## src/rtl/mem_port_pkg.sv

```systemverilog
// Shared types and constants for the unified-memory port arbiter and lane steering.
package mem_port_pkg;

    // Arbiter sequencing states.
    typedef enum logic [1:0] {
        ST_IDLE  = 2'd0,
        ST_ISSUE = 2'd1,
        ST_WAIT  = 2'd2,
        ST_DONE  = 2'd3
    } state_t;

    // Which requester owns the transaction in flight.
    typedef enum logic {
        OWN_IF = 1'b0,
        OWN_D  = 1'b1
    } owner_t;

    // Access width decoded from funct3.
    typedef enum logic [1:0] {
        SZ_BYTE = 2'd0,
        SZ_HALF = 2'd1,
        SZ_WORD = 2'd2,
        SZ_BAD  = 2'd3
    } size_t;

    // Load/store funct3 codes as used by the MEM stage.
    localparam logic [2:0] F3_LB  = 3'b000;
    localparam logic [2:0] F3_LH  = 3'b001;
    localparam logic [2:0] F3_LW  = 3'b010;
    localparam logic [2:0] F3_LBU = 3'b100;
    localparam logic [2:0] F3_LHU = 3'b101;

    function automatic size_t decode_size(input logic [2:0] funct3);
        case (funct3)
            F3_LB, F3_LBU: return SZ_BYTE;
            F3_LH, F3_LHU: return SZ_HALF;
            F3_LW:         return SZ_WORD;
            default:       return SZ_BAD;
        endcase
    endfunction

    // Memory is addressed by word; the low two bits select a lane instead.
    function automatic logic [31:0] word_addr(input logic [31:0] addr);
        return addr & ~32'h3;
    endfunction

endpackage

```

## src/rtl/mem_lane_align.sv

```systemverilog
// Sub-word lane steering: byte enables, store replication, load right-shift and
// alignment check. Purely combinational so the MEM stage can reuse it directly.
module mem_lane_align
    import mem_port_pkg::*;
(
    input  logic [1:0]  addr_lo,
    input  logic [2:0]  funct3,
    input  logic [31:0] wdata,
    input  logic [31:0] rdata,
    output logic [3:0]  be,
    output logic [31:0] wdata_rep,
    output logic [31:0] rdata_shifted,
    output logic        misaligned
);

    logic [31:0] shifted;

    // Decode size, then steer lanes; illegal sizes are reported as misaligned.
    always_comb begin
        // NOTE: every output gets a default before the case so no path leaves a
        // value unassigned, which would otherwise infer a latch.
        shifted       = rdata >> {addr_lo, 3'b000};
        be            = 4'b0000;
        wdata_rep     = wdata;
        rdata_shifted = '0;
        misaligned    = 1'b0;
        case (decode_size(funct3))
            SZ_BYTE: begin
                be            = 4'b0001 << addr_lo;
                wdata_rep     = {4{wdata[7:0]}};
                rdata_shifted = {24'b0, shifted[7:0]};
            end
            SZ_HALF: begin
                misaligned    = addr_lo[0];
                be            = 4'b0011 << addr_lo;
                wdata_rep     = {2{wdata[15:0]}};
                rdata_shifted = {16'b0, shifted[15:0]};
            end
            SZ_WORD: begin
                misaligned    = |addr_lo;
                be            = 4'b1111;
                rdata_shifted = shifted;
            end
            default: begin
                misaligned    = 1'b1;
            end
        endcase
    end

endmodule

```

## src/rtl/mem_port_arbiter.sv

```systemverilog
// Arbitrates one single-ported fixed-latency memory between instruction fetch
// and MEM-stage data accesses. Data has priority; a fairness counter forces a
// fetch grant after FAIR_LIMIT consecutive data grants with fetch waiting.
module mem_port_arbiter
    import mem_port_pkg::*;
#(
    parameter int LATENCY    = 2,
    parameter int FAIR_LIMIT = 4
) (
    input  logic        clock,
    input  logic        reset,
    input  logic        if_req,
    input  logic [31:0] if_addr,
    output logic        if_ready,
    output logic [31:0] if_rdata,
    input  logic        d_req,
    input  logic        d_we,
    input  logic [31:0] d_addr,
    input  logic [31:0] d_wdata,
    input  logic [2:0]  d_funct3,
    output logic        d_ready,
    output logic [31:0] d_rdata,
    output logic        d_err,
    output logic        mem_req,
    output logic        mem_we,
    output logic [31:0] mem_addr,
    output logic [31:0] mem_wdata,
    output logic [3:0]  mem_be,
    input  logic [31:0] mem_rdata,
    output logic        stall_if,
    output logic        stall_mem
);

    localparam int LAT_W  = (LATENCY > 1) ? $clog2(LATENCY) : 1;
    localparam int FAIR_W = $clog2(FAIR_LIMIT + 1);

    state_t            state;
    owner_t            owner;
    logic [FAIR_W-1:0] fair_cnt;
    logic [LAT_W-1:0]  lat_cnt;
    logic              acc_we;
    logic [1:0]        acc_addr_lo;
    logic [2:0]        acc_f3;

    logic [1:0]  align_addr_lo;
    logic [2:0]  align_f3;
    logic [3:0]  align_be;
    logic [31:0] align_wdata;
    logic [31:0] align_rdata;
    logic        align_misaligned;
    logic        fetch_forced;

    // In IDLE the aligner looks at the incoming data request; afterwards it
    // uses the latched access so the returning word is shifted correctly.
    assign align_addr_lo = (state == ST_IDLE) ? d_addr[1:0] : acc_addr_lo;
    assign align_f3      = (state == ST_IDLE) ? d_funct3    : acc_f3;

    mem_lane_align u_align (
        .addr_lo       (align_addr_lo),
        .funct3        (align_f3),
        .wdata         (d_wdata),
        .rdata         (mem_rdata),
        .be            (align_be),
        .wdata_rep     (align_wdata),
        .rdata_shifted (align_rdata),
        .misaligned    (align_misaligned)
    );

    assign fetch_forced = if_req && (fair_cnt == FAIR_W'(FAIR_LIMIT));
    assign stall_if     = if_req && !if_ready;
    assign stall_mem    = d_req && !d_ready;

    // Transaction FSM with registered memory strobes, ready pulses and read data.
    always_ff @(posedge clock) begin
        // NOTE: all state here uses non-blocking assignment so every register
        // samples pre-edge values regardless of statement order.
        if (!reset) begin
            state       <= ST_IDLE;
            owner       <= OWN_IF;
            fair_cnt    <= '0;
            lat_cnt     <= '0;
            acc_we      <= 1'b0;
            acc_addr_lo <= 2'b00;
            acc_f3      <= 3'b000;
            if_ready    <= 1'b0;
            if_rdata    <= '0;
            d_ready     <= 1'b0;
            d_rdata     <= '0;
            d_err       <= 1'b0;
            mem_req     <= 1'b0;
            mem_we      <= 1'b0;
            mem_addr    <= '0;
            mem_wdata   <= '0;
            mem_be      <= 4'b0000;
        end else begin
            // Pulses and per-cycle strobes drop unless re-asserted below.
            if_ready  <= 1'b0;
            if_rdata  <= '0;
            d_ready   <= 1'b0;
            d_rdata   <= '0;
            d_err     <= 1'b0;
            mem_req   <= 1'b0;
            mem_we    <= 1'b0;
            mem_addr  <= '0;
            mem_wdata <= '0;
            mem_be    <= 4'b0000;

            case (state)
                ST_IDLE: begin
                    if (d_req && !fetch_forced) begin
                        owner <= OWN_D;
                        if (!if_req) begin
                            fair_cnt <= '0;
                        end else if (fair_cnt != FAIR_W'(FAIR_LIMIT)) begin
                            fair_cnt <= fair_cnt + FAIR_W'(1);
                        end
                        if (align_misaligned) begin
                            // Rejected without touching memory.
                            state   <= ST_DONE;
                            d_ready <= 1'b1;
                            d_err   <= 1'b1;
                        end else begin
                            state       <= ST_ISSUE;
                            mem_req     <= 1'b1;
                            mem_we      <= d_we;
                            mem_addr    <= word_addr(d_addr);
                            mem_be      <= align_be;
                            mem_wdata   <= d_we ? align_wdata : 32'h0;
                            acc_we      <= d_we;
                            acc_addr_lo <= d_addr[1:0];
                            acc_f3      <= d_funct3;
                        end
                    end else if (if_req) begin
                        owner       <= OWN_IF;
                        fair_cnt    <= '0;
                        state       <= ST_ISSUE;
                        mem_req     <= 1'b1;
                        mem_addr    <= word_addr(if_addr);
                        mem_be      <= 4'b1111;
                        acc_we      <= 1'b0;
                        acc_addr_lo <= 2'b00;
                        acc_f3      <= F3_LW;
                    end else begin
                        fair_cnt <= '0;
                    end
                end

                ST_ISSUE: begin
                    if (acc_we) begin
                        // Posted write: complete without waiting on memory.
                        state   <= ST_DONE;
                        d_ready <= 1'b1;
                    end else begin
                        state   <= ST_WAIT;
                        lat_cnt <= LAT_W'(LATENCY - 1);
                    end
                end

                ST_WAIT: begin
                    if (lat_cnt == '0) begin
                        state <= ST_DONE;
                        if (owner == OWN_D) begin
                            d_ready <= 1'b1;
                            d_rdata <= align_rdata;
                        end else begin
                            if_ready <= 1'b1;
                            if_rdata <= align_rdata;
                        end
                    end else begin
                        lat_cnt <= lat_cnt - LAT_W'(1);
                    end
                end

                ST_DONE: begin
                    state <= ST_IDLE;
                end

                default: begin
                    state <= ST_IDLE;
                end
            endcase
        end
    end

endmodule

```

## config.mk

```make
export PLATFORM = sky130hd
export DESIGN_NAME = mem_port_arbiter
export DESIGN_NICKNAME = d
export VERILOG_FILES = /design/src/rtl/mem_port_pkg.sv /design/src/rtl/mem_lane_align.sv /design/src/rtl/mem_port_arbiter.sv
export SDC_FILE = /design/constraint.sdc
export NUM_CORES = 1
export LEC_CHECK = 0
export CAP_MARGIN = 5
export CORE_MARGIN = 1
export CORE_UTILIZATION = 45
export CTS_BUF_LIST = sky130_fd_sc_hd__clkbuf_8
export DETAILED_ROUTE_END_ITERATION = 6
export HOLD_SLACK_MARGIN = 0.15
export PLACE_DENSITY = 0.9
export SETUP_SLACK_MARGIN = 0.1
export SLEW_MARGIN = 15
export SYNTH_ARGS = -nofsm -noshare
export SYNTH_HDL_FRONTEND = slang
export SYNTH_HIERARCHICAL = 1
export SYNTH_SLANG_ARGS = --single-unit
```

## constraint.sdc

```tcl
create_clock -name clock -period 5.2 [get_ports clock]
set_input_delay 1.3 -clock clock [delete_from_list [all_inputs] [get_ports clock]]
set_output_delay 1.3 -clock clock [all_outputs]
set_load 0.02 [all_outputs]
```

==> reports/results.tsv <==
stage	metric	value	unit
finish	syn_to_final_growth	53.6	%
hold_path	hold_class	reg2reg	
route	dr.first_iter.drc_count	314	
grt	grt_pass1_wl	26900	um
hold_path	whs_path_depth	2	
timing	skew	0.0123	ns
synth	synth_edf_count	0	
floorplanning	die_width	115	um
grt	grt_usage	27.6	%
synth	syn_area_per_cell	10.4	um^2
timing	drv_slew	0	
clock_tree	cts_max_level	4	
grt	first_global_vias	5046	
worst_setup_path	crit_family	buffers and inverters	
timing	fmax	238	MHz
power_and_ir_drop	powerDensity	420	nW/um^2
worst_setup_path	r2r_start	state[0]	
route	avgViaCountPerCell	5.15	
finish	finalInstanceArea	8840	um^2
route	vias	5036	
placement	io_buffers	270	
clock_tree	cts_resized	0	
timing	min_period	4.20	ns
worst_setup_path	path_class	in2out	
floorplanning	std_cell_rows	40	
route	drc	0	
grt	antenna_found_initial	1	
route	drt_pass1_iterations	5	
worst_setup_path	r2r_end	acc_f3[1]	
floorplanning	die_y	115	um
worst_setup_path	rrSetupSlack	1.46	ns
synth	ys_seq_area_share	51.5	%
timing	fin_setup_tns	0	ns
route	detail_route.wl_per_cell	18.9	um
timing	min_period_over_period	80.8	%
worst_setup_path	critPathBufInv	2	
worst_setup_path	cp.required	3.90	ns
clock_tree	clock_path_buffers	2	
worst_setup_path	worstPathMaxFanout	13	
timing	hold_violations	0	
timing	setup_violations	0	
clock_tree	tritoncts.num_buffers	17	
floorplanning	dieArea	13200	um^2
grt	grt_start_max_net_pins	65	
finish	final_common_cell	clkdlybuf4s50_1	
worst_setup_path	crit_arrival	2.90	ns
synth	async_reset_ff_share	0	%
floorplanning	core	12300	um^2
timing	rsz0062_at_grt	false	
clock_tree	cts_sinks	148	
clock_tree	cts_tree	done	
grt	overflow	0	
placement	hpwl	13500	um
finish	layout_common_cells	clkdlybuf4s50_1 (270), dfxtp_1 (148), and2_1 (74)	
finish	fillerInstances	894	
finish	drive_gt1_share	9.03	%
clock_tree	cts_root_buf	clkbuf_8	
synth	netlist_instances	551	
floorplanning	io_pins	275	
run	cap_viol_max_count	0	
hold_path	hold_start	acc_f3[0]	
placement	globalplace.congestion	0.995	
timing	slew_headroom	31.8	%
worst_setup_path	endpoint_kind	output port	
clock_tree	insertion_delay	0.45	ns
clock_tree	clk_pin_slew	0.08	ns
power_and_ir_drop	leakage	3.56	nW
timing	worst_pin_slew	1.02	ns
synth	ys_warn_count	6	
floorplanning	initial_core_util	46.9	%
route	ant_nets	0	
worst_setup_path	path_cells	clkdlybuf4s50_1 > nor2b_1 > clkdlybuf4s50_1	
finish	layout.nets	940	
synth	synth.distinct_cells	48	
worst_setup_path	rr_worst_depth	8	
worst_setup_path	cpMaxStageDelayCell	clkdlybuf4s50_1	
synth	ys_seq_elements	148	
synth	syn-cell-area	5750	um^2
hold_path	min_to	acc_f3[0]	
route	wl	18500	um
synth	ys.flop_type	dfxtp_1	
placement	postPlaceCellArea	8410	um^2
clock_tree	hold_buffers	0	
clock_tree	postCtsSetupBuffers	0	
worst_setup_path	startpoint_type	input pin	
run_status	outcome	finished clean	
power_and_ir_drop	ir_worst_vdd	0.233	mV
worst_setup_path	crit_path_frequent_cell	clkdlybuf4s50_1	
worst_setup_path	cp_slowest_stage_delay	0.80	ns
[registers in the layout, indices dropped and copies added, names as in the netlist]
name	flops
acc_addr_lo	2
acc_f3	3
acc_we	1
d_err	1
d_rdata	32
d_ready	1
fair_cnt	3
if_rdata	32
if_ready	1
lat_cnt	1
mem_addr	30
mem_be	4
mem_req	1
mem_wdata	32
mem_we	1
owner	1
state	2
[routing by layer]
metal	part of all wire [%]	routed length [um]	global-route usage, %	vias to the layer above
met1	40	7380	32.0	2376
li1	-	-	-	2384
met5	0	0	0	-
met3	6.2	1150	6.69	52
met2	50	9210	47.0	224
met4	4.1	761	15.3	0
[tightest hold or removal path, cell delays in order (launching register included)]
cell and delay, ns:
dfxtp_1 0.31, nand2_1 0.05, o22ai_1 0.06
[stage by stage]
step           cells  hold WS, ns  util (%)  setup slack [ns]  total power, mW
2_1_floorplan    552        0.430         -              2.08             2.32
3_3_place_gp     945        0.443      68.6              1.03             2.72
3_5_place_dp     945        0.456      68.6              1.02             2.78
4_1_cts          975        0.467      71.9              1.01             3.71
5_1_grt          977        0.497      72.1             0.944             3.88
6_report         977        0.467      72.1             0.997             3.72
[report_power, final]
part / leakage [nW] / internal [mW] / switching (mW)
Clock: 0.220 / 0.520 / 0.414
Combinational: 2.14 / 0.648 / 0.825
Sequential: 1.20 / 1.26 / 0.0531
[how the worst max path moves through the flow]
stage	from	to	slack, ns	depth (start not counted)
2_1_floorplan	d_addr[0]	mem_wdata[4]	2.08	9
3_3_place_gp	d_req	stall_mem	1.03	3
3_5_place_dp	d_addr[0]	acc_f3[1]	1.02	7
4_1_cts	d_req	stall_mem	1.01	3
5_1_grt	d_req	stall_mem	0.94	3
6_report	d_req	stall_mem	1.0	3
[logic make-up after synthesis]
group,synth area share (%)
and+or+nand+nor,20.2
buffers and inverters,5.68
muxes,8.46
DFF,51.5
adders and majority gates,1.52
other,0.0652
AOI/OAI and AO/OA,12.6
[final cells by class]
| type | count | area (um^2) | area share [%] |
|---|---|---|---|
| diodes | 1 | 2.50 | 0.0283 |
| clock buffers | 21 | 289 | 3.27 |
| clock inverters | 9 | 126 | 1.43 |
| inverters | 9 | 33.8 | 0.382 |
| multi-input cells | 348 | 2480 | 28.1 |
| flip-flops and latches | 148 | 2960 | 33.5 |
| well taps | 168 | 210 | 2.38 |
| repair buffers | 273 | 2730 | 30.9 |
[cells in the mapped netlist, drive strengths merged (2+ instances only)]
cell type,count,share of area [%]
a21oi,14,1.2
nand2b,4,0.57
dfxtp,148,51
nor2b,12,1.3
a31oi,2,0.22
and3,34,3.7
or3b,2,0.30
nor2,17,1.2
inv,8,0.52
o211a,4,0.70
a22o,30,4.6
clkbuf,15,0.98
mux2i,16,2.8
o22ai,4,0.43
o31ai,3,0.39
o21ai,9,0.78
ha,7,1.5
buf,32,4.1
nand3,9,0.87
mux2,29,5.7
a211oi,18,2.3
a311oi,3,0.46
o21a,3,0.39
a21boi,2,0.46
nor3b,5,0.93
and2,74,8.0
nand2,36,2.5
Power figures use the tool's default switching activity.
